`src/rtl/rf_wport_arbiter.sv`:
```
// Register file write-port arbiter: pipeline writeback has priority,
// MDU results queue in a small FIFO and drain on idle writeback cycles.
module rf_wport_arbiter #(
  parameter int DEPTH        = 4,
  parameter int STARVE_LIMIT = 8
) (
  input  logic                     clk,
  input  logic                     rst,
  input  logic                     wb_we,
  input  logic [4:0]               wb_rd,
  input  logic [31:0]              wb_data,
  input  logic                     mdu_valid,
  output logic                     mdu_ready,
  input  logic [4:0]               mdu_rd,
  input  logic [31:0]              mdu_data,
  output logic                     wp_en,
  output logic [4:0]               wp_addr,
  output logic [31:0]              wp_data,
  output logic [31:0]              pend_mask,
  output logic                     stall_req,
  output logic [$clog2(DEPTH):0]   fifo_count
);

  localparam int PW = $clog2(DEPTH);
  localparam int CW = PW + 1;
  localparam int SW = $clog2(STARVE_LIMIT + 1);

  localparam logic [CW-1:0] LP_FULL  = CW'(DEPTH);
  localparam logic [SW-1:0] LP_LIMIT = SW'(STARVE_LIMIT);

  logic [PW-1:0]    r_wptr;
  logic [PW-1:0]    r_rptr;
  logic [CW-1:0]    r_count;
  logic [DEPTH-1:0] r_live;
  logic [4:0]       r_rd   [DEPTH];
  logic [31:0]      r_data [DEPTH];
  logic [SW-1:0]    r_starve;
  logic             r_stall;

  logic             w_wb_active;
  logic             w_empty;
  logic             w_head_live;
  logic             w_pop;
  logic             w_pop_live;
  logic             w_push;
  logic [DEPTH-1:0] w_wr_oh;
  logic [DEPTH-1:0] w_rd_oh;
  logic [DEPTH-1:0] w_kill;
  logic [DEPTH-1:0] w_live_nxt;
  logic [CW-1:0]    w_count_nxt;
  logic [SW-1:0]    w_starve_nxt;
  logic             w_stall_nxt;

  assign w_wb_active = wb_we && (wb_rd != 5'd0);
  assign w_empty     = (r_count == '0);
  assign w_head_live = !w_empty && r_live[r_rptr];

  assign mdu_ready = (r_count < LP_FULL);
  // x0 results are acknowledged but dropped here.
  assign w_push    = mdu_valid && mdu_ready && (mdu_rd != 5'd0);

  assign w_pop      = !w_wb_active && !w_empty;
  assign w_pop_live = w_pop && w_head_live;

  assign w_wr_oh = DEPTH'(1) << r_wptr;
  assign w_rd_oh = DEPTH'(1) << r_rptr;

  always_comb begin
    w_kill = '0;
    for (int k = 0; k < DEPTH; k++) begin
      if (w_wb_active && r_live[k] && (r_rd[k] == wb_rd))
        w_kill[k] = 1'b1;
    end
  end

  // A same-cycle push is younger than the WB write, so it stays live.
  always_comb begin
    w_live_nxt = r_live & ~w_kill;
    if (w_pop)
      w_live_nxt = w_live_nxt & ~w_rd_oh;
    if (w_push)
      w_live_nxt = w_live_nxt | w_wr_oh;
  end

  always_comb begin
    w_count_nxt = r_count;
    unique case ({w_push, w_pop})
      2'b10:   w_count_nxt = r_count + CW'(1);
      2'b01:   w_count_nxt = r_count - CW'(1);
      default: w_count_nxt = r_count;
    endcase
  end

  always_comb begin
    w_starve_nxt = r_starve;
    if (w_empty || w_pop)
      w_starve_nxt = '0;
    else if (w_head_live && w_wb_active && r_starve != LP_LIMIT)
      w_starve_nxt = r_starve + SW'(1);
  end

  always_comb begin
    w_stall_nxt = r_stall;
    if (w_empty || w_pop_live)
      w_stall_nxt = 1'b0;
    else if (w_starve_nxt == LP_LIMIT)
      w_stall_nxt = 1'b1;
  end

  always_ff @(posedge clk or posedge rst) begin
    if (rst) begin
      r_wptr   <= '0;
      r_rptr   <= '0;
      r_count  <= '0;
      r_live   <= '0;
      r_starve <= '0;
      r_stall  <= 1'b0;
    end else begin
      if (w_push)
        r_wptr <= r_wptr + PW'(1);
      if (w_pop)
        r_rptr <= r_rptr + PW'(1);
      r_count  <= w_count_nxt;
      r_live   <= w_live_nxt;
      r_starve <= w_starve_nxt;
      r_stall  <= w_stall_nxt;
    end
  end

  // Payload storage needs no reset; validity lives in r_count/r_live.
  always_ff @(posedge clk) begin
    if (w_push) begin
      r_rd[r_wptr]   <= mdu_rd;
      r_data[r_wptr] <= mdu_data;
    end
  end

  always_comb begin
    wp_en   = 1'b0;
    wp_addr = 5'd0;
    wp_data = 32'd0;
    if (w_wb_active) begin
      wp_en   = 1'b1;
      wp_addr = wb_rd;
      wp_data = wb_data;
    end else if (w_head_live) begin
      wp_en   = 1'b1;
      wp_addr = r_rd[r_rptr];
      wp_data = r_data[r_rptr];
    end
  end

  always_comb begin
    pend_mask = '0;
    for (int k = 0; k < DEPTH; k++) begin
      if (r_live[k])
        pend_mask[r_rd[k]] = 1'b1;
    end
  end

  assign stall_req  = r_stall;
  assign fifo_count = r_count;

endmodule

```
`config.mk`:
```
export PLATFORM = sky130hd
export DESIGN_NAME = rf_wport_arbiter
export DESIGN_NICKNAME = d
export VERILOG_FILES = /design/src/rtl/rf_wport_arbiter.sv
export SDC_FILE = /design/constraint.sdc
export NUM_CORES = 1
export LEC_CHECK = 0
export BUFFER_PORTS_ARGS = -buffer_cell sky130_fd_sc_hd__clkbuf_2
export CAP_MARGIN = 20
export CORE_MARGIN = 2
export CORE_UTILIZATION = 40
export CTS_BUF_LIST = sky130_fd_sc_hd__clkbuf_8
export DETAILED_ROUTE_END_ITERATION = 16
export PLACE_DENSITY = 0.61
export REMOVE_ABC_BUFFERS = 1
export SKIP_LAST_GASP = 1
export SLEW_MARGIN = 25
export SYNTH_ARGS = -nofsm -noshare
export SYNTH_HDL_FRONTEND = slang
export SYNTH_SLANG_ARGS = --single-unit
```
`constraint.sdc`:
```
create_clock -name clk -period 2.3 [get_ports clk]
set_clock_uncertainty 0.2 [all_clocks]
set_input_delay 0.46 -clock clk [delete_from_list [all_inputs] [get_ports clk]]
set_output_delay 0.46 -clock clk [all_outputs]
set_load 0.02 [all_outputs]
```
==> Word level (Yosys, flattened, before mapping) <==
Memories as Yosys holds them, arrays and structs flattened.
Index checks and enable logic that the tools add are counted.
{ "word_totals": {"regBits": 16, "ram_bits": 148, "in_bits": 78, "output_inout_bits": 75, "elab_cells": 103, "n_memories": 2} }
{ "op_classes": {"n_addsub": 5, "magnitude_cmp": 10, "n_eq_ne": 8, "shift": 2, "muxes": 33, "n_bitwise": 8, "n_reduce_logical": 29} }
{ "mem_list": {"columns": ["memory", "words", "width", "rd", "rd_ports_with_merged_regs", "write_ports", "line_no", "rtl"], "rows": [
  ["r_data", 4, 32, 1, 0, 1, "36", "logic [31:0] r_data [DEPTH];"],
  ["r_rd", 4, 5, 5, 0, 1, "35", "logic [4:0] r_rd [DEPTH];"]
]} }
{ "ops": {"columns": ["operator", "n"], "rows": [
  ["$mux 32", 6],
  ["$or 32x32->32", 3],
  ["$lt 5x6->1 const B", 4],
  ["$demux 1 s5", 4],
  ["$eq 5x5->1", 4],
  ["$ge 5x1->1 const B", 4],
  ["$logic_and 1x1->1", 20],
  ["$mux 4", 4],
  ["$mux 1", 15],
  ["$mux 5", 2],
  ["$reduce_bool 5->1", 2],
  ["$and 4x4->4", 2],
  ["$not 4->4", 2],
  ["$shl 1x2->4 const A", 2],
  ["$pmux 3 s2", 1],
  ["$add 2x1->2 const B", 2],
  ["$add 4x1->4 const B", 1],
  ["$eq 4x4->1 const B", 1],
  ["$ne 4x4->1 const B", 1],
  ["$or 4x4->4", 1],
  ["$reduce_bool 2->1", 2],
  ["$add 3x1->3 const B", 1],
  ["$logic_not 3->1", 1],
  ["$lt 2x3->1 const B", 1],
  ["other kinds (7)", 9]
]} }

==> Depth between registers and ports, before layout <==
{ "logic_depth": {"depth_word": 11, "mapped_depth": 11, "depth_no_buf": 9} }

==> Worst setup path after synthesis <==
OpenSTA, ideal clock, no wires.
{ "synth_timing": {"path_kind": "input to register", "startpoint": "in wb_rd[0]", "endpoint": "reg r_count[2] (netlist: fifo_count[2])", "arrival_time_ps": 2378, "required_time_ps": 2020, "slack_ps": -358, "cell_stages": 11, "n_path_buf": 2, "path_cell_list": "buf_2 -> nor4_4 -> a21oi_1 -> buf_2 -> nor2_1 -> ha_1 -> inv_1 -> fa_1 -> xor2_1 -> nor2_1 -> xnor2_1"} }
{ "synth_via": {"elab_chain_cells": 6} }
{ "synth_rtl": {"columns": ["item", "line_no", "rtl"], "rows": [
  ["start, declared", "10", "input logic [4:0] wb_rd,"],
  ["$reduce_bool 5->1 (*)", "54", "assign w_wb_active = wb_we && (wb_rd != 5'd0);"],
  ["$logic_and 1x1->1 (*)", "54", null],
  ["$logic_not 1->1 (*)", "62", "assign w_pop = !w_wb_active && !w_empty;"],
  ["$logic_and 1x1->1 (*)", "62", null],
  ["named net w_pop", "43", "logic w_pop;"],
  ["$eq 2x1->1 or $eq 2x2->1 (tied branches)", "87", "unique case ({w_push, w_pop})"],
  ["$pmux 3 s2 or $reduce_bool 2->1 (tied branches)", null, null],
  ["end signal, assigned", "123", "r_count <= w_count_nxt;"],
  ["end, declared", "33", "logic [CW-1:0] r_count;"]
]} }
Mark *: on every way through the listed nets, which the timed path passes. The rest lies on a longest branch.
A chain may end at the register's enable or synchronous reset.

==> Final worst setup path <==
{ "layout_timing": {"startpoint": "reg r_rptr[0]", "endpoint": "out wp_addr[3]"} }
{ "layout_via": {"elab_chain_cells": 5} }
{ "layout_rtl": {"columns": ["item", "line_no", "rtl"], "rows": [
  ["start, declared", "32", "logic [PW-1:0] r_rptr;"],
  ["start signal, assigned", "122", "r_rptr <= r_rptr + PW'(1);"],
  ["$bmux 1 s2", "56", "assign w_head_live = !w_empty && r_live[r_rptr];"],
  ["$mux 1 (not written as such)", "56", null],
  ["$logic_and 1x1->1", "56", null],
  ["$mux 5 (*)", "146", "end else if (w_head_live) begin"],
  ["$mux 5 (*)", "142", "if (w_wb_active) begin"],
  ["end, declared", "17", "output logic [4:0] wp_addr,"]
]} }
Every way passes the cells marked *; elsewhere a longest branch is shown, timed or not. The select of a mux whose other input is x is not followed.

==> flow_summary.ini <==
[timing]
rsz0062_at_grt = true
layout_setup_ws_ps = -484
relSlewSlack_pct = 56.3
worst_pin_slew_ps = 655
fin_crit_ps = 2780
finalHoldViolCount = 0
report.final.slew_viol_count = 0
holdWs_ps = 36.3
fmax_ghz = 0.359
post-route-period-util_pct = 121
setup_violations = 70

[global_route]
overflow = 0
antenna_found_initial = 0
grt_max_degree = 33
grt_pass1_wl_um = 32700
grt.total_usage_pct = 20.8
grt_pass1_vias = 5934

[route]
ant_nets = 0
drc = 0
routed_via_density = 5.66
detail_route.wirelength_um = 22600
via_count = 5990
dr.pass1.iters = 5
wire_per_inst_um = 21.4
drtIter0Drc = 451

[synthesis]
seq_area_frac_synth_pct = 61.0
synth-edff-count = 148
synthFlopType = edfxtp_1
synth.distinct_cells = 45
syn_inst = 517
ys_warn_count = 0
synth_top_family_by_area = compound AO/OA/AOI/OAI gates
synth.area.mux_share_pct = 11.2
synth_xor_area_share_pct = 2.87
synth-compound-area-share_pct = 12.5
synth_fa_ha_area_share_pct = 1.99
synthArstFlopShare_pct = 9.76
syn_area_mm2 = 0.00794
synth-simple-area-share_pct = 7.30
synth_seq_cells = 164
syn_avg_cell_area_um2 = 15.4

[critical_path]
path_max_fanout = 19
worstSetupPathType = flip-flop to output pin
endpoint_kind = output pin
startpoint_type = flip-flop
cp_data_required_time_ps = 1640
cp.arrival_ps = 2120

[finish]
postLayoutCellArea_mm2 = 0.0113
finalNetCount = 871
diodes = 0
drive_gt1_share_pct = 52.6
syn2layout_area_growth_pct = 42.2

[min_path]
hp-class = input port to flip-flop

[power_and_ir_drop]
ir_drop_uv = 626
p_leak_nw = 4.25
power_per_cell_area_mw_per_mm2 = 952

[floorplanning]
floorplan.core_area_mm2 = 0.0195
die_h_um = 145
ioPinCount = 153
dieArea_mm2 = 0.0210
rows = 51
die_x_um = 145
initial_core_util_pct = 40.8

[cts]
cts_buffer_depth = 2
insertion_delay_ps = 440
cts_buffers = 17
htreeDepth = 4
path_clk_slew_ps = 80
cts_root_buffer = clkbuf_8
tritoncts = done
cts.sinks = 164

[placed_design]
place_ws_ps = -314
port_buffers = 152
dpl_cell_area_mm2 = 0.00941
dpl.hpwl_um = 14200
place_congestion = 0.894

[run_status]
status = complete, but fails checks
violations = negative setup slack

[job]
drv_cap = 0
## Yosys cell counts, drive strengths merged, types with 2 or more instances
cell type,instances,area share (%)
a22o,37,4.1
or3,3,0.24
inv,16,0.76
or3b,6,0.66
edfxtp,148,56
and3b,5,0.55
nor3,7,0.44
a31o,4,0.44
mux4,38,11
nand2,17,0.80
o211ai,2,0.19
a211oi,4,0.38
o21ai,3,0.19
clkbuf,23,1.1
a21o,2,0.20
xnor2,13,1.4
buf,15,1.3
xor2,13,1.4
o22ai,18,1.4
a221o,18,2.3
mux2i,2,0.25
nor2,15,0.71
and3,6,0.47
o221ai,13,1.4
a21oi,4,0.25
nand4,4,0.32
nand3,10,0.63
nor3b,8,0.76
and2,5,0.39
nand3b,10,0.95
dfrtp,16,5.0
ha,11,1.7
a22oi,12,1.1
## flip-flops by register name, summed over array words and instances (netlist names)
| name | flops |
|---|---|
| fifo_count | 3 |
| r_data | 128 |
| r_live | 4 |
| r_rd | 20 |
| r_rptr | 2 |
| r_starve | 4 |
| r_wptr | 2 |
| stall_req | 1 |
## per-layer routing
layer	part of all wire [%]	wire length, um	vias to the layer above	GRT usage, %
met2	51	11600	276	35.0
li1	-	-	2655	-
met3	6.5	1470	58	5.03
met5	0	0	-	0
met4	2.2	493	0	7.20
met1	40	9130	3001	26.6
## final timing paths
check	startpoint	end	slack, ps	cells after the start
setup reg to reg	r_rptr[0]	stall_req	50	6
max in group asynchronous	rst	r_rptr[0]	1010	3
min in group asynchronous	rst	fifo_count[1]	430	3
hold / removal	mdu_data[1]	r_data[2][1]	40	1
hold reg to reg	fifo_count[0]	fifo_count[0]	340	1
setup / recovery	r_rptr[0]	wp_addr[3]	-480	5
## where the power goes
group          internal, W  switching [W]
combinational      0.00225        0.00247
sequential         0.00374       0.000216
clock              0.00106        0.00101
total              0.00705        0.00370
## through the flow
| stage | util (%) | power, W | setup TNS, ps | instances |
|---|---|---|---|---|
| 2_1_floorplan | - | 0.00651 | -102590 | 479 |
| 3_3_place_gp | 48.3 | 0.00801 | -5210 | 953 |
| 3_5_place_dp | 48.3 | 0.00809 | -5960 | 953 |
| 4_1_cts | 56.0 | 0.0106 | -25120 | 1044 |
| 5_1_grt | 58.0 | 0.0113 | -31080 | 1058 |
| 6_report | 58.0 | 0.0107 | -25070 | 1058 |
## final cells by class
| cell class | count | area, um^2 |
|---|---|---|
| fillers | 1503 | 8180 |
| inverters | 16 | 60.1 |
| flip-flops and latches | 164 | 4850 |
| repair buffers | 283 | 2280 |
| clock inverters | 14 | 163 |
| multi-input cells | 299 | 3370 |
| clock buffers | 17 | 234 |
| well taps | 265 | 332 |
## kinds of logic (layout without fill, tap and decap cells)
family	Yosys count	count (layout)
fa+ha+maj	12	12
flops	164	164
simple gates	98	98
xor+xnor	26	26
buf+inv	54	330
compound gates	122	122
mux	41	41
## critical path, stage by stage, from the launching register on
cell	delay [ps]
dfrtp_2	400
mux4_2	520
and3_4	220
buf_12	150
a22o_1	220
clkbuf_8	160
## cell usage in the layout (no fill, tap or decap), drive strengths merged, types with 15 or more instances in the layout
master / count
buf: 151
edfxtp: 148
clkbuf: 137
mux4: 38
a22o: 37
inv: 20
a221o: 18
o22ai: 18
nand2: 17
dfrtp: 16
nor2: 15
## timing repair
item | in CTS | in global routing
endpoints found under the hold margin | 52 | 5
gates cloned | 1 | 0
pin swaps | 39 | 24
setup endpoints to repair | 70 | 70
setup buffers | 52 | 13
hold buffers | 10 | 2
gates resized for setup | 151 | 73
Note: power is estimated with default switching activity, not from simulation.
